$ cat config.mk
export PLATFORM = sky130hd
export DESIGN_NAME = cmp_arbiter
export DESIGN_NICKNAME = d
export VERILOG_FILES = /design/src/rtl/cmp_arbiter.sv
export SDC_FILE = /design/constraint.sdc
export NUM_CORES = 1
export LEC_CHECK = 0
export CELL_PAD_IN_SITES_DETAIL_PLACEMENT = 2
export CELL_PAD_IN_SITES_GLOBAL_PLACEMENT = 2
export CORE_MARGIN = 1
export CORE_UTILIZATION = 20
export CTS_CLUSTER_SIZE = 14
export DETAILED_ROUTE_END_ITERATION = 12
export GPL_TIMING_DRIVEN = 0
export PLACE_DENSITY_LB_ADDON = 0.05
export SLEW_MARGIN = 20
export SYNTH_ARGS = -nofsm -noshare
export SYNTH_HDL_FRONTEND = slang
export SYNTH_SLANG_ARGS = --single-unit
$ cat constraint.sdc
create_clock -name clk -period 1.86 [get_ports clk]
set_clock_uncertainty 0.1 [all_clocks]
set_input_delay 0.372 -clock clk [delete_from_list [all_inputs] [get_ports clk]]
set_output_delay 0.372 -clock clk [all_outputs]
set_load 0.02 [all_outputs]
$ cat src/rtl/cmp_arbiter.sv
// ============================================================================
// cmp_arbiter
// ----------------------------------------------------------------------------
// Shares one external registered comparator (operands in cycle t, result in
// cycle t+1 only) among NREQ requesters. Requesters are served round-robin
// through a valid/ready handshake. The owner of each result is tracked across
// the comparator latency. A single-entry hold buffer captures the result when
// the response consumer stalls, because the comparator does not keep it past
// t+1. A flush discards both the in-flight and the held result, and blocks
// grants in the same cycle.
//
// Ports:
//   clk, rst_n          clock, asynchronous active-low reset
//   req_valid[NREQ]     per-requester request valid
//   req_ready[NREQ]     per-requester grant (one-hot or zero)
//   req_a/req_b         per-requester 32-bit operands, requester i at [32i+:32]
//   req_func            per-requester function, requester i at [3i+:3]
//                       (bit2 less, bit1 unsigned, bit0 negate)
//   flush               discard in-flight/held results, block grants
//   cmp_a/cmp_b/cmp_func  operands/function driven to the comparator
//   cmp_result          comparator result, valid the cycle after issue
//   rsp_valid/rsp_ready response handshake
//   rsp_id              index of the requester owning the response
//   rsp_result          comparison result
// ============================================================================
module cmp_arbiter #(
    parameter int NREQ = 2,
    parameter int IDW  = 1
) (
    input  logic              clk,
    input  logic              rst_n,
    input  logic [NREQ-1:0]   req_valid,
    output logic [NREQ-1:0]   req_ready,
    input  logic [NREQ*32-1:0] req_a,
    input  logic [NREQ*32-1:0] req_b,
    input  logic [NREQ*3-1:0] req_func,
    input  logic              flush,
    output logic [31:0]       cmp_a,
    output logic [31:0]       cmp_b,
    output logic [2:0]        cmp_func,
    input  logic              cmp_result,
    output logic              rsp_valid,
    input  logic              rsp_ready,
    output logic [IDW-1:0]    rsp_id,
    output logic              rsp_result
);

    // ------------------------------------------------------------------------
    // State
    // ------------------------------------------------------------------------
    logic [IDW-1:0] rr_ptr_q,      rr_ptr_d;
    logic           inflight_q,    inflight_d;
    logic [IDW-1:0] inflight_id_q, inflight_id_d;
    logic           hold_valid_q,  hold_valid_d;
    logic [IDW-1:0] hold_id_q,     hold_id_d;
    logic           hold_result_q, hold_result_d;

    logic           grant_en;
    logic           grant_vld;
    logic [IDW-1:0] grant_idx;

    // ------------------------------------------------------------------------
    // Round-robin arbitration.
    // The request vector is doubled and shifted right by rr_ptr+1, so that
    // bit j of the low half corresponds to requester (rr_ptr+1+j) mod NREQ.
    // The lowest set bit of that rotated view is the winner. Grants are
    // suppressed in reset so req_ready stays low while rst_n is asserted.
    // ------------------------------------------------------------------------
    always_comb begin : arb_comb
        logic [2*NREQ-1:0] dbl_valid;
        logic [NREQ-1:0]   rot_valid;
        logic              any_valid;
        int                first_off;
        int                grant_sum;

        grant_en  = rst_n && !flush && !hold_valid_q && (!inflight_q || rsp_ready);
        dbl_valid = {req_valid, req_valid} >> (int'(rr_ptr_q) + 1);
        rot_valid = dbl_valid[NREQ-1:0];

        any_valid = 1'b0;
        first_off = 0;
        for (int j = NREQ - 1; j >= 0; j--) begin
            if (rot_valid[j]) begin
                any_valid = 1'b1;
                first_off = j;
            end
        end

        // rr_ptr+1+offset never exceeds 2*NREQ-1, so one wrap is enough
        grant_sum = int'(rr_ptr_q) + 1 + first_off;
        if (grant_sum >= NREQ) begin
            grant_sum = grant_sum - NREQ;
        end

        grant_idx = grant_sum[IDW-1:0];
        grant_vld = grant_en && any_valid;
    end

    // ------------------------------------------------------------------------
    // Grant decode and comparator operand mux. With no grant the comparator
    // sees all-zero inputs, and its result next cycle is ignored because
    // inflight will be clear.
    // ------------------------------------------------------------------------
    always_comb begin
        req_ready = '0;
        cmp_a     = '0;
        cmp_b     = '0;
        cmp_func  = '0;
        for (int i = 0; i < NREQ; i++) begin
            if (grant_vld && (grant_idx == IDW'(i))) begin
                req_ready[i] = 1'b1;
                cmp_a        = req_a[i*32 +: 32];
                cmp_b        = req_b[i*32 +: 32];
                cmp_func     = req_func[i*3 +: 3];
            end
        end
    end

    // ------------------------------------------------------------------------
    // Next-state logic.
    // inflight marks that the comparator output this cycle belongs to a real
    // request. The hold buffer captures that output when the consumer stalls.
    // A new grant is blocked while the buffer is occupied, so capture and
    // release can never collide.
    // ------------------------------------------------------------------------
    always_comb begin
        rr_ptr_d      = rr_ptr_q;
        inflight_d    = grant_vld;
        inflight_id_d = inflight_id_q;
        hold_valid_d  = hold_valid_q;
        hold_id_d     = hold_id_q;
        hold_result_d = hold_result_q;

        if (grant_vld) begin
            rr_ptr_d      = grant_idx;
            inflight_id_d = grant_idx;
        end

        if (flush) begin
            hold_valid_d = 1'b0;
        end else if (inflight_q && !rsp_ready) begin
            hold_valid_d  = 1'b1;
            hold_id_d     = inflight_id_q;
            hold_result_d = cmp_result;
        end else if (hold_valid_q && rsp_ready) begin
            hold_valid_d = 1'b0;
        end
    end

    // ------------------------------------------------------------------------
    // State registers. rr_ptr resets to NREQ-1 so requester 0 has first
    // priority after reset.
    // ------------------------------------------------------------------------
    always_ff @(posedge clk or negedge rst_n) begin
        if (!rst_n) begin
            rr_ptr_q      <= IDW'(NREQ - 1);
            inflight_q    <= 1'b0;
            inflight_id_q <= '0;
            hold_valid_q  <= 1'b0;
            hold_id_q     <= '0;
            hold_result_q <= 1'b0;
        end else begin
            rr_ptr_q      <= rr_ptr_d;
            inflight_q    <= inflight_d;
            inflight_id_q <= inflight_id_d;
            hold_valid_q  <= hold_valid_d;
            hold_id_q     <= hold_id_d;
            hold_result_q <= hold_result_d;
        end
    end

    // ------------------------------------------------------------------------
    // Response mux. A held result takes precedence over the live comparator
    // output.
    // ------------------------------------------------------------------------
    assign rsp_valid  = hold_valid_q || inflight_q;
    assign rsp_id     = hold_valid_q ? hold_id_q     : inflight_id_q;
    assign rsp_result = hold_valid_q ? hold_result_q : cmp_result;

endmodule

==> results.txt <==
Cell count after synthesis -> 457
Area delta synth->final -> 141%
Placed Instances -> 893
# fillers -> 1,736
Post-synth cell types -> 29
Root Driver -> clkbuf_16
Commonest non-fill, non-tap cell in the layout -> clkdlybuf4s50_1
Comb pwr share -> 0.833
Grt ovf -> 0
Pwr per Cell Area -> 406 nW/um^2
Synth area leader -> o2111ai_1
Net Sw Power -> 0.00167 W
Ys async rst share -> 1.00
Clock share of power -> 0.106
Routed via count -> 5,284
Status -> finished with violations
CP Launch Type -> flip-flop
Syn nets -> 598
Internal power -> 0.00179 W
Routability congestion estimate -> 0.796
Final setup fails -> 72
DP HPWL -> 15,200 microns
Vias in the first global route -> 5,590
Register area share after synthesis -> 0.0427
Layout cell share with drive strength beyond 1 -> 0.584
Num Clock Sinks -> 6
Hold WC Path Type -> in -> reg
Lkg Pwr -> 2.87 nW
WL/cell -> 25.1 microns
Failing checks -> negative setup slack
Worst rel slew slack -> 0.577
Fin crit period -> 2.25 ns
Seq cells post-synth -> 6
Depth of the CTS H-tree -> 1
Initial core utilization -> 0.205
ANT cells -> 0
CP Class -> reg -> out
Crit. End Element -> output pin
Switching Fraction -> 0.482
CP Data Required Time -> 1.39 ns
Worst-margin pin slew -> 0.635 ns
Synth area leaders -> o2111ai_1 (33%), and4bb_2 (16%), and2_1 (12%)
DIE WIDTH -> 135 microns
Vias/cell -> 5.67
Buffers on Ports -> 211
Yosys top cell area share -> 0.331
Layout net count -> 849
Hold Fails Final Rpt -> 0
FP Rows -> 48
Synth warnings -> 0
Max Clk Rate -> 445 MHz
TritonCTS clock tree -> done
Top Ports -> 213
Initial antenna violation count -> 0
Number of synthesized flops with an enable pin -> 0
Crit Path Max Fanout -> 10
Ys flop type -> dfrtp_1
DIE HEIGHT -> 135 microns
Core area -> 17,300 sq um
Worst path arrival time -> 1.78 ns
First-pass GRT wire length -> 32,300 microns
Fin cells -> 932
Residual DRC -> 0
Max-cap violations -> 0
Average footprint of a synthesized cell -> 7.76 sq um
Total power draw -> 0.00346 W
Clock-pin slew on the worst setup and hold paths -> 0.03 ns
Period utilization -> 1.21
Largest net degree at the start of global routing -> 11
Most frequent cells in the layout -> clkdlybuf4s50_1 (135), buf_6 (89), and2_1 (67)
WL final -> 23,400 microns
Post-Syn Area -> 3550 sq um
Clock buffer depth -> 2
CTS buffer count -> 3
Worst vdd ir -> 0.445 mV
Worst skew pair latency -> 0.23 ns
Final worst-path setup slack -> -0.388 ns
Drt pass-1 iters -> 4
RSZ-0062 raised after global routing -> yes
Seq pwr share -> 0.061
Initial drt markers -> 141
Post-route ant nets -> 0
Final slew viol count -> 0
GRT Total Usage -> 0.226
Die area -> 18,300 sq um
## cells in the mapped netlist (all sizes together), types with 3 or more instances
library cell  count
and2             67
and4bb           53
buf              54
clkbuf           41
dfrtp             5
inv               3
mux2              5
nor2              3
nor4bb           14
o2111ai         135
o21ai            67
## flip-flops by register name (all words and copies together) (netlist names)
signal	count
hold_id_q	1
hold_result_q	1
hold_valid_q	1
inflight_id_q	1
inflight_q	1
rr_ptr_q	1
## final timing paths
| kind | cells after the start | endpoint | startpoint | slack (ns) |
|---|---|---|---|---|
| min | 2 | hold_valid_q | rsp_ready | 0.34 |
| max | 5 | cmp_a[17] | hold_valid_q | -0.39 |
| max in group asynchronous | 2 | hold_valid_q | rst_n | 0.95 |
| max reg2reg | 6 | inflight_id_q | hold_valid_q | 0.05 |
| min in group asynchronous | 2 | inflight_id_q | rst_n | 0.48 |
| min reg2reg | 1 | hold_result_q | hold_result_q | 0.41 |
## worst max-delay path, stage by stage, from the launching register on
cell and delay (ns):
dfrtp_2 0.50, buf_6 0.21, nor4bb_4 0.37, o2111ai_2 0.20, o21ai_2 0.12, buf_6 0.14
## metrics by stage
stage	instance area [sq um]	setup slack, ns	hold slack (ns)	util	setup TNS, ns
final	8540	-0.388	0.344	0.494	-21.28
after global routing	8540	-0.413	0.355	0.494	-24.70
after CTS	7330	-0.323	0.326	0.424	-20.30
after detailed placement	5940	-1.50	0.401	0.343	-102.11
after global placement	5940	-1.46	0.388	0.343	-97.26
after floorplan	3550	0.0196	-0.0236	-	0
## metal layers
metal / vias to the layer above / track usage / wire length [microns]
met5: - / 0 / 0
met4: 0 / 0.0562 / 585
met3: 38 / 0.0228 / 938
met2: 184 / 0.414 / 12200
met1: 2633 / 0.281 / 9650
li1: 2429 / - / -
## layout make-up
class                      count  area (sq um)  area share
buffer                        92           957       0.112
clock buffer                   4          78.8     0.00923
inverter                       3          13.8     0.00161
multi-input combinational    353          4340       0.508
sequential                     6           153      0.0179
tap                          225           282      0.0330
timing repair buffer         249          2710       0.318
## cell families after synthesis
kind of cell | share of synthesized area
buffers and inverters | 0.143
DFF | 0.0427
and+or+nand+nor | 0.362
AOI/OAI and AO/OA | 0.434
muxes | 0.0187
## power groups by stage
stage,combinational [W],clock [W],sequential [W]
3_5_place_dp,0.00176,0,0.000205
4_1_cts,0.00235,0.000373,0.000209
2_1_floorplan,0.000939,0,0.000190
3_3_place_gp,0.00172,0,0.000202
5_1_grt,0.00302,0.000381,0.000215
6_report,0.00288,0.000368,0.000211
## timing repair
item,in CTS,in global routing
setup buffers,16,6
gates resized for setup,635,192
setup endpoints to repair,77,72
hold buffers,2,0
gates cloned,7,7
pin swaps,21,41
hold endpoints to repair,5,0
Power figures use the tool's default switching activity.
